==> src/rtl/hcms29xx_pkg.sv <==
// Shared types and constants for the HCMS-29xx daisy-chain driver.
package hcms29xx_pkg;

  typedef enum logic [2:0] {
    ST_RST,
    ST_CLR,
    ST_INITCW,
    ST_IDLE,
    ST_SHIFT_CW,
    ST_SHIFT_DOT,
    ST_LATCH
  } state_t;

  // Serial data mode select codes carried in bit 0 of control word 1.
  localparam logic SSDM_SERIAL       = 1'b0;
  localparam logic SSDM_SIMULTANEOUS = 1'b1;

  localparam int         CW_SEL_BIT = 7;
  localparam logic [7:0] CW1_INIT   = {1'b1, 6'b000000, SSDM_SIMULTANEOUS};

endpackage

==> src/rtl/hcms_sclk_gen.sv <==
// Restartable SCLK divider: each half-period lasts CLK_DIV clks; sclk toggles only while run is high.
module hcms_sclk_gen #(
  parameter int CLK_DIV = 4
) (
  input  logic clk,
  input  logic rst_n,
  input  logic clear,
  input  logic run,
  output logic sclk,
  output logic half_stb,
  output logic rise_stb,
  output logic fall_stb
);

  localparam int CNT_W = (CLK_DIV > 1) ? $clog2(CLK_DIV) : 1;
  localparam logic [CNT_W-1:0] LAST = CNT_W'(CLK_DIV - 1);

  logic [CNT_W-1:0] cnt;

  assign half_stb = (cnt == LAST);
  assign rise_stb = half_stb && run && !sclk;
  assign fall_stb = half_stb && run && sclk;

  always_ff @(posedge clk or negedge rst_n) begin
    if (!rst_n) begin
      cnt  <= '0;
      sclk <= 1'b0;
    end else if (clear) begin
      cnt  <= '0;
      sclk <= 1'b0;
    end else begin
      cnt <= half_stb ? '0 : cnt + 1'b1;
      if (rise_stb || fall_stb) sclk <= !sclk;
    end
  end

endmodule

==> src/rtl/hcms29xx_chain_ctrl.sv <==
// Power-up sequencer and frame/control-word serialiser for a chain of HCMS-29xx units.
// Define HCMS_BLANK_PWM_EN to drive dev_blank from a free-running PWM compare against pwm_duty.
module hcms29xx_chain_ctrl #(
  parameter int N_UNITS = 2,
  parameter int UNIT_W  = 20,
  parameter int UNIT_H  = 8,
  parameter int CLK_DIV = 4,
  parameter int RST_CYC = 64,
  parameter int PWM_W   = 8
) (
  input  logic                              clk,
  input  logic                              rst_n,
  input  logic [N_UNITS*UNIT_W*UNIT_H-1:0]  frame_data,
  input  logic                              frame_valid,
  output logic                              frame_ready,
  input  logic [7:0]                        cw_data,
  input  logic                              cw_valid,
  output logic                              cw_ready,
  input  logic [PWM_W-1:0]                  pwm_duty,
  output logic                              busy,
  output logic                              dev_rst_n,
  output logic                              dev_sclk,
  output logic                              dev_din,
  output logic                              dev_rs,
  output logic                              dev_ce_n,
  output logic                              dev_blank
);

  import hcms29xx_pkg::*;

  localparam int NB   = N_UNITS * UNIT_W * UNIT_H;
  localparam int BC_W = $clog2(NB + 1);
  localparam int RC_W = (RST_CYC > 1) ? $clog2(RST_CYC + 1) : 1;
  localparam logic [BC_W-1:0] BITS_DOT = BC_W'(NB);
  localparam logic [BC_W-1:0] BITS_CW  = BC_W'(8);
  localparam logic [RC_W-1:0] RST_LAST = RC_W'(RST_CYC - 1);

  state_t          state, state_nxt, latch_ret;
  logic [NB-1:0]   sreg;
  logic [BC_W-1:0] bcnt;
  logic [BC_W-1:0] bits_tgt;
  logic [RC_W-1:0] rcnt;
  logic            half;
  logic            shifting, run, div_clear, ce_n_int;
  logic            sclk_int, half_stb, rise_stb, fall_stb;
  logic            cw_take, frame_take;

  assign shifting   = state inside {ST_CLR, ST_INITCW, ST_SHIFT_CW, ST_SHIFT_DOT};
  assign run        = shifting && half;
  assign div_clear  = (state_nxt != state);
  assign cw_take    = (state == ST_IDLE) && cw_valid;
  assign frame_take = (state == ST_IDLE) && frame_valid && !cw_valid;
  assign bits_tgt   = (state == ST_INITCW || state == ST_SHIFT_CW) ? BITS_CW : BITS_DOT;

  assign busy        = (state != ST_IDLE);
  assign cw_ready    = (state == ST_IDLE);
  assign frame_ready = (state == ST_IDLE) && !cw_valid;

  hcms_sclk_gen #(.CLK_DIV(CLK_DIV)) u_sclk (
    .clk      (clk),
    .rst_n    (rst_n),
    .clear    (div_clear),
    .run      (run),
    .sclk     (sclk_int),
    .half_stb (half_stb),
    .rise_stb (rise_stb),
    .fall_stb (fall_stb)
  );

  always_comb begin
    state_nxt = state;
    unique case (state)
      ST_RST:       if (rcnt == RST_LAST) state_nxt = ST_CLR;
      ST_CLR, ST_INITCW, ST_SHIFT_CW, ST_SHIFT_DOT:
                    if (fall_stb && bcnt == bits_tgt) state_nxt = ST_LATCH;
      ST_LATCH:     if (half && half_stb) state_nxt = latch_ret;
      ST_IDLE: begin
        if (cw_take)         state_nxt = ST_SHIFT_CW;
        else if (frame_take) state_nxt = ST_SHIFT_DOT;
      end
      default:      state_nxt = ST_RST;
    endcase
  end

  // Shift states spend their first half-period with ce_n high; LATCH spends its second one that way.
  always_comb begin
    ce_n_int = 1'b1;
    if (shifting)                ce_n_int = !half;
    else if (state == ST_LATCH)  ce_n_int = half;
  end

  always_ff @(posedge clk or negedge rst_n) begin
    if (!rst_n) begin
      state     <= ST_RST;
      latch_ret <= ST_INITCW;
      sreg      <= '0;
      bcnt      <= '0;
      rcnt      <= '0;
      half      <= 1'b0;
      dev_rs    <= 1'b0;
      dev_rst_n <= 1'b0;
    end else begin
      state     <= state_nxt;
      dev_rst_n <= (state_nxt != ST_RST);
      half      <= div_clear ? 1'b0 : (half | half_stb);
      rcnt      <= (state == ST_RST) ? rcnt + 1'b1 : '0;
      if (div_clear)     bcnt <= '0;
      else if (rise_stb) bcnt <= bcnt + 1'b1;
      if (fall_stb) sreg <= {sreg[NB-2:0], 1'b0};
      if (div_clear) begin
        case (state_nxt)
          ST_CLR: begin
            sreg      <= '0;
            dev_rs    <= 1'b0;
            latch_ret <= ST_INITCW;
          end
          ST_INITCW: begin
            sreg      <= {CW1_INIT, {(NB-8){1'b0}}};
            dev_rs    <= 1'b1;
            latch_ret <= ST_IDLE;
          end
          ST_SHIFT_CW: begin
            sreg      <= {cw_data, {(NB-8){1'b0}}};
            dev_rs    <= 1'b1;
            latch_ret <= ST_IDLE;
          end
          ST_SHIFT_DOT: begin
            sreg      <= frame_data;
            dev_rs    <= 1'b0;
            latch_ret <= ST_IDLE;
          end
          default: ;
        endcase
      end
    end
  end

  // Pin-side registers keep sclk, din and ce_n aligned so data only moves with sclk low.
  always_ff @(posedge clk or negedge rst_n) begin
    if (!rst_n) begin
      dev_sclk <= 1'b0;
      dev_din  <= 1'b0;
      dev_ce_n <= 1'b1;
    end else begin
      dev_sclk <= sclk_int;
      dev_din  <= shifting ? sreg[NB-1] : 1'b0;
      dev_ce_n <= ce_n_int;
    end
  end

`ifdef HCMS_BLANK_PWM_EN
  logic [PWM_W-1:0] pwm_cnt;

  always_ff @(posedge clk or negedge rst_n) begin
    if (!rst_n) begin
      pwm_cnt   <= '0;
      dev_blank <= 1'b1;
    end else begin
      pwm_cnt   <= pwm_cnt + 1'b1;
      dev_blank <= (state inside {ST_RST, ST_CLR, ST_INITCW}) ? 1'b1 : (pwm_cnt >= pwm_duty);
    end
  end
`else
  logic pwm_unused;
  assign pwm_unused = ^pwm_duty;

  // Without PWM the display stays blanked until init completes, then brightness is set by CW0.
  always_ff @(posedge clk or negedge rst_n) begin
    if (!rst_n)                      dev_blank <= 1'b1;
    else if (state_nxt == ST_IDLE)   dev_blank <= 1'b0;
  end
`endif

endmodule

==> config.mk <==
export PLATFORM = sky130hd
export DESIGN_NAME = hcms29xx_chain_ctrl
export DESIGN_NICKNAME = d
export VERILOG_FILES = /design/src/rtl/hcms29xx_pkg.sv /design/src/rtl/hcms_sclk_gen.sv /design/src/rtl/hcms29xx_chain_ctrl.sv
export SDC_FILE = /design/constraint.sdc
export NUM_CORES = 1
export LEC_CHECK = 0
export CORE_UTILIZATION = 25
export CTS_CLUSTER_SIZE = 10
export DETAILED_ROUTE_END_ITERATION = 8
export PLACE_DENSITY = 0.51
export REMOVE_ABC_BUFFERS = 1
export SLEW_MARGIN = 20
export SYNTH_ARGS = -nofsm -noshare
export SYNTH_HDL_FRONTEND = slang
export SYNTH_SLANG_ARGS = --single-unit
==> constraint.sdc <==
create_clock -name clk -period 7.3 [get_ports clk]
set_input_delay 1.46 -clock clk [delete_from_list [all_inputs] [get_ports clk]]
set_output_delay 1.46 -clock clk [all_outputs]
set_load 0.005 [all_outputs]
# Yosys cells after proc, flatten, opt, wreduce, memory -nomap -nowiden
# Cells that the tools add are included.
totals:
  regBits: 352
  latch_bits: 0
  ram_bits: 0
  romBits: 0
  in_bits: 340
  output_inout_bits: 9
  word_cells: 85
  n_memories: 0
classes:
  n_addsub: 3
  n_mul: 0
  n_div: 0
  n_lt_le_gt_ge: 0
  n_eq_ne: 16
  n_shift: 0
  n_mux: 23
  n_bitwise: 1
  n_reduce_logical: 28
op_table:
  columns: ["operator", "count"]
  rows:
  - ["case mux 320 bit (4 select lines)", 1]
  - ["two-way mux 320 bit", 2]
  - ["two-way mux 9 bit", 3]
  - ["equality test 3 bit, second input constant", 5]
  - ["two-way mux 3 bit", 5]
  - ["equality test 3 x 2 -> 1 bit, second input constant", 4]
  - ["case mux 3 bit (4 select lines)", 1]
  - ["logical AND 1 bit", 10]
  - ["adder 9 x 1 -> 9 bit, second input constant", 1]
  - ["equality test 9 bit", 1]
  - ["nonzero test 2 bit", 4]
  - ["adder 7 x 1 -> 7 bit, second input constant", 1]
  - ["equality test 7 x 6 -> 1 bit, second input constant", 1]
  - ["two-way mux 7 bit", 1]
  - ["equality test 3 x 1 -> 1 bit, second input constant", 2]
  - ["two-way mux 1 bit", 6]
  - ["case mux 3 bit (2 select lines)", 1]
  - ["two-way mux 2 bit", 2]
  - ["AND reduction 2 bit", 2]
  - ["nonzero test 4 bit", 1]
  - ["OR reduction 2 bit", 2]
  - ["OR reduction 4 bit", 1]
  - ["logical NOT 1 bit", 3]
  - ["logical NOT 3 bit", 1]
  - ["other kinds (9)", 10]

# Logic depth before layout (Yosys ltp)
depth:
  ltp_word: 12
  ltp_mapped: 13
  depth_no_buf: 9

# By module
# From an unflattened synthesis, not the netlist that was laid out.
hier_totals:
  hier_cells: 1556
  area_unflattened_um2: 16280.6
by_module_without_submodules:
  columns: ["module", "instances", "cells_each", "area_each_um2", "seq_area_each_um2"]
  rows:
  - ["hcms29xx_chain_ctrl", 1, 1544, 16139.2, 8685.8]
  - ["hcms_sclk_gen", 1, 12, 141.4, 75.1]

# Least setup slack after synthesis
# Ideal clock, no wire load.
synth_timing:
  kind: "input -> output"
  start: "input cw_valid"
  end: "output frame_ready"
  arrival_time_ns: 1.566
  t_required_ns: 5.840
  path_slack_ns: 4.274
  path_stages: 1
  path_buffers: 0
  cell_sequence: "nor2_1"
synth_between:
  elab_chain_cells: 2
synth_rtl:
  columns: ["item", "line", "text"]
  rows:
  - ["start: declaration", "hcms29xx_chain_ctrl.sv:17", "input logic cw_valid,"]
  - ["logical NOT 1 bit", "hcms29xx_chain_ctrl.sv:57", "assign frame_ready = (state == ST_IDLE) && !cw_valid;"]
  - ["logical AND 1 bit", "hcms29xx_chain_ctrl.sv:57", null]
  - ["end: declaration", "hcms29xx_chain_ctrl.sv:15", "output logic frame_ready,"]
# Every way passes these cells.

# Worst setup path in the final report
layout_timing:
  start: "register state[1]"
  end: "register sreg[217]"
layout_between:
  elab_chain_cells: 11
  elab_cells_between_ends: 33
  classes_between: "12 x eq/ne; 10 x mux; 11 x reduce/logical"
layout_rtl:
  columns: ["item", "line", "text"]
  rows:
  - ["start: declaration", "hcms29xx_chain_ctrl.sv:38", "state_t state, state_nxt, latch_ret;"]
  - ["start signal: assignment", "hcms29xx_chain_ctrl.sv:103", "state <= state_nxt;"]
  - ["parallel branches: the longest is 10 deep, another holds case mux 320 bit (4 select lines)", null, null]
  - ["two-way mux 320 bit (*)", "hcms29xx_chain_ctrl.sv:110", "if (div_clear) begin"]
  - ["end signal: assignment", "hcms29xx_chain_ctrl.sv:109", "if (fall_stb) sreg <= {sreg[NB-2:0], 1'b0};"]
  - ["end signal: assignment", "hcms29xx_chain_ctrl.sv:118", "sreg <= {CW1_INIT, {(NB-8){1'b0}}};"]
  - ["end signal: assignment", "hcms29xx_chain_ctrl.sv:123", "sreg <= {cw_data, {(NB-8){1'b0}}};"]
  - ["end: declaration", "hcms29xx_chain_ctrl.sv:39", "logic [NB-1:0] sreg;"]
# Every way passes the cells marked *.
# A chain may end at the register's enable or synchronous reset.

==> flow_summary_export.csv <==
group,metric,value,unit
final_layout,final_common_cell,"dfrtp_1",
cts,clkTransAtPathRegs,0.06,ns
final_layout,drive_gt1_frac,0.04315,
worst_setup_path,arrival,4.78,ns
logic_synthesis,yosysSeqAreaShare,0.5396,
logic_synthesis,syn_area,0.01624,mm²
floorplanning,dieWidth,256.8,µm
sta,worst_pin_slew,1.208,ns
worst_setup_path,crit_slowest_cell,"buf_4",
logic_synthesis,synth_cell_types,50,
logic_synthesis,synth_top_area_share,0.5364,
floorplanning,coreArea,0.06435,mm²
logic_synthesis,yosys_warnings,0,
pwr,p_sw_frac,0.2119,
pwr,share_comb_of_total_power,0.054,
sta,tns,0,ns
placement,dpl_cell_area,0.02034,mm²
placement,dp_hpwl,27410,µm
worst_setup_path,worst_path_most_repeated_cell,"buf_4",
cts,clock_latency,0.55,ns
pwr,switching_power,0.8819,mW
cts,cts_made_buffers,43,
cts,cts_tree,"built",
logic_synthesis,ys.flop_type,"dfrtp_1",
final_layout,areaGrowthSynthToFinish,33.10,%
logic_synthesis,synth-seq-cells,350,
placement,dp_slack,2.409,ns
sta,rsz0062_at_grt,"no",
worst_setup_path,startpoint_type,"register",
drt,drt-initial-drc-count,646,
drt,ant_nets,0,
logic_synthesis,yosys.area.top_type,"dfrtp_1",
grt,grt_pass1_vias,12770,
final_layout,antenna_cells,0,
sta,relSlewSlack,0.1947,
cts,max-clock-path-buffers,3,
sta,final.min_clock_period,4.401,ns
drt,drc_errors,0,
sta,skew,0.01348,ns
cts,clock-sinks,350,
worst_setup_path,cp_max_fo,88,
worst_setup_path,required,7.68,ns
pwr,finalPower,4.161,mW
logic_synthesis,async_reset_ff_frac,1.000,
drt,wire_per_inst,15.66,µm
logic_synthesis,synth-edff-count,0,
worst_setup_path,cp_cell_sequence,"or3_1 -> and4_4 -> o2111ai_1 -> nand2_1 -> nand3_2 -> a21oi_4 -> buf_4 -> buf_4 -> o21ai_0",
worst_setup_path,cp_slowest_stage_delay,0.71,ns
cts,cts_resized,0,
sta,hold_violations,0,
cts,htreeDepth,2,
pwr,irDropWorstVdd,0.0001195,V
grt,grt_max_degree,220,
pwr,power.internal,3.279,mW
floorplanning,fp-row-count,93,
grt,track_usage,0.1281,
pwr,p_per_area,192.6,mW/mm²
drt,via_count,12160,
flow_run,max_cap_violations,0,
worst_hold_path,hold_class,"register to register",
sta,post-route-worst-setup-slack,2.899,ns
drt,viasPerCell,4.451,
logic_synthesis,synthTopCellsByArea,"dfrtp_1 54%, mux2i_1 20%, o21ai_0 9.4%",
sta,fmax,0.2272,GHz
cts,holdBufCountCts,0,
logic_synthesis,synth_cells,1568,
grt,overflow,0,
floorplanning,dieArea,0.06596,mm²
placement,place_congestion,0.7540,
sta,maxSlewViolCount,0,
floorplanning,start_util,0.2523,
final_layout,stdcell_area,0.02161,mm²
final_layout,layout_common_cells,"348 x dfrtp_1, 339 x clkdlybuf4s50_1, 327 x nand2_1",
sta,period_share,0.6029,
sta,setup_viol,0,
worst_setup_path,cp-end-kind,"register",
cts,cts_setup_buffers,0,
grt,antenna_found_initial,0,
placement,port_buffers,340,
floorplanning,ios,349,
floorplanning,die_h,256.8,µm
drt,first_pass_iters,5,
cts,root_buffer,"clkbuf_16",
final_layout,final_nets,2196,
pwr,power_frac_clock,0.479,
drt,wl,42780,µm
final_layout,fill_cells,6539,
logic_synthesis,syn_area_per_cell,10.35,µm²
pwr,leakagePower,6.612,nW
worst_setup_path,criticalPathCategory,"register to register",
outcome,outcome,"completed",
grt,grt_first_pass_wirelength,69050,µm
pwr,seqPwrFrac,0.467,
logic make-up (layout without fill, tap and decap cells):
logic type,count (synthesis),count (layout),synth area share
AO/OA/AOI/OAI,351,351,0.1131
XOR/XNOR,14,14,0.007553
adder cells (fa/ha/maj),4,4,0.003083
buffers and inverters,121,430,0.03352
flip-flops,350,350,0.5396
multiplexers,330,330,0.2039
AND/OR/NAND/NOR,398,398,0.09926
flip-flops by register name (all words and copies together) (netlist names):
| name | flops |
|---|---|
| sreg | 320 |
| bcnt | 9 |
| rcnt | 7 |
| state | 3 |
| u_sclk.cnt | 2 |
| dev_blank | 1 |
| dev_ce_n | 1 |
| dev_din | 1 |
| dev_rs | 1 |
| dev_rst_n | 1 |
| dev_sclk | 1 |
| half | 1 |
| latch_ret | 1 |
| u_sclk.sclk | 1 |
power groups by stage:
stage          Sequential [mW]  Combinational, mW  Clock, mW
2_1_floorplan             1.98            0.00346          0
3_3_place_gp              1.98              0.231          0
3_5_place_dp              1.98              0.231          0
4_1_cts                   1.94              0.233       2.09
5_1_grt                   1.94              0.245       2.15
6_report                  1.94              0.227       1.99
layer usage:
metal	vias up	GRT usage	share of wire
met2	242	0.2114	0.47
met3	62	0.02382	0.040
li1	5989	-	-
met4	0	0.03588	0.021
met5	-	0	0
met1	5867	0.1706	0.47
critical path: cells and delay by family (launching register included):
kind                   cells  cell delay [ns]
buffers and inverters      2             1.08
and+or+nand+nor            4             1.78
AOI/OAI and AO/OA          3             0.61
DFF                        1             0.66
worst paths after layout:
path,start,endpoint,slack (ns),cells past startpoint
worst max register to register,state[1]$_DFF_PN0_,sreg[217]$_DFF_PN0_,2.90,9
worst min register to register,u_sclk.cnt[0]$_DFF_PN0_,u_sclk.cnt[0]$_DFF_PN0_,0.44,1
worst min-delay path,u_sclk.cnt[0]$_DFF_PN0_,u_sclk.cnt[0]$_DFF_PN0_,0.44,1
max in group asynchronous,rst_n,sreg[111]$_DFF_PN0_,4.82,2
min in group asynchronous,rst_n,sreg[258]$_DFF_PN0_,0.97,1
worst max-delay path,state[1]$_DFF_PN0_,sreg[217]$_DFF_PN0_,2.90,9
per-stage QoR:
step / std cells / hold slack, ns / utilization
after floorplan: 1454 / 0.4150 / -
after global placement: 2662 / 0.4267 / 0.3160
after detailed placement: 2662 / 0.4313 / 0.3160
after CTS: 2732 / 0.4390 / 0.3358
after global routing: 2732 / 0.4446 / 0.3358
final: 2732 / 0.4365 / 0.3358
Yosys cell counts, types with 2 or more instances:
library cell,count
nor3_1,8
o21ai_0,306
o211ai_1,3
nand3_1,5
clkbuf_2,27
nand4_1,4
buf_1,3
dfrtp_1,348
nor3b_1,2
nor2_1,27
or3_1,4
o21ai_1,14
mux2i_1,324
inv_1,7
dfstp_2,2
buf_2,6
clkbuf_1,70
nand3b_1,2
and3_1,4
ha_1,4
a21o_1,2
and2_1,5
xor2_1,8
buf_6,5
a21oi_1,7
xnor2_1,6
o21a_1,6
mux2_2,6
o2111ai_1,4
buf_4,3
nand2_1,327
area by class of cell:
type / instances / area, µm² / area share
Timing Repair Buffer: 353 / 3543 / 0.1640
Clock inverter: 4 / 48.80 / 0.002258
Inverter: 7 / 26.28 / 0.001216
Clock buffer: 66 / 1225 / 0.05668
Tap cell: 855 / 1070 / 0.04951
Sequential cell: 350 / 8761 / 0.4054
Multi-Input combinational cell: 1097 / 6935 / 0.3209
Note: power is estimated with default switching activity, not from simulation.
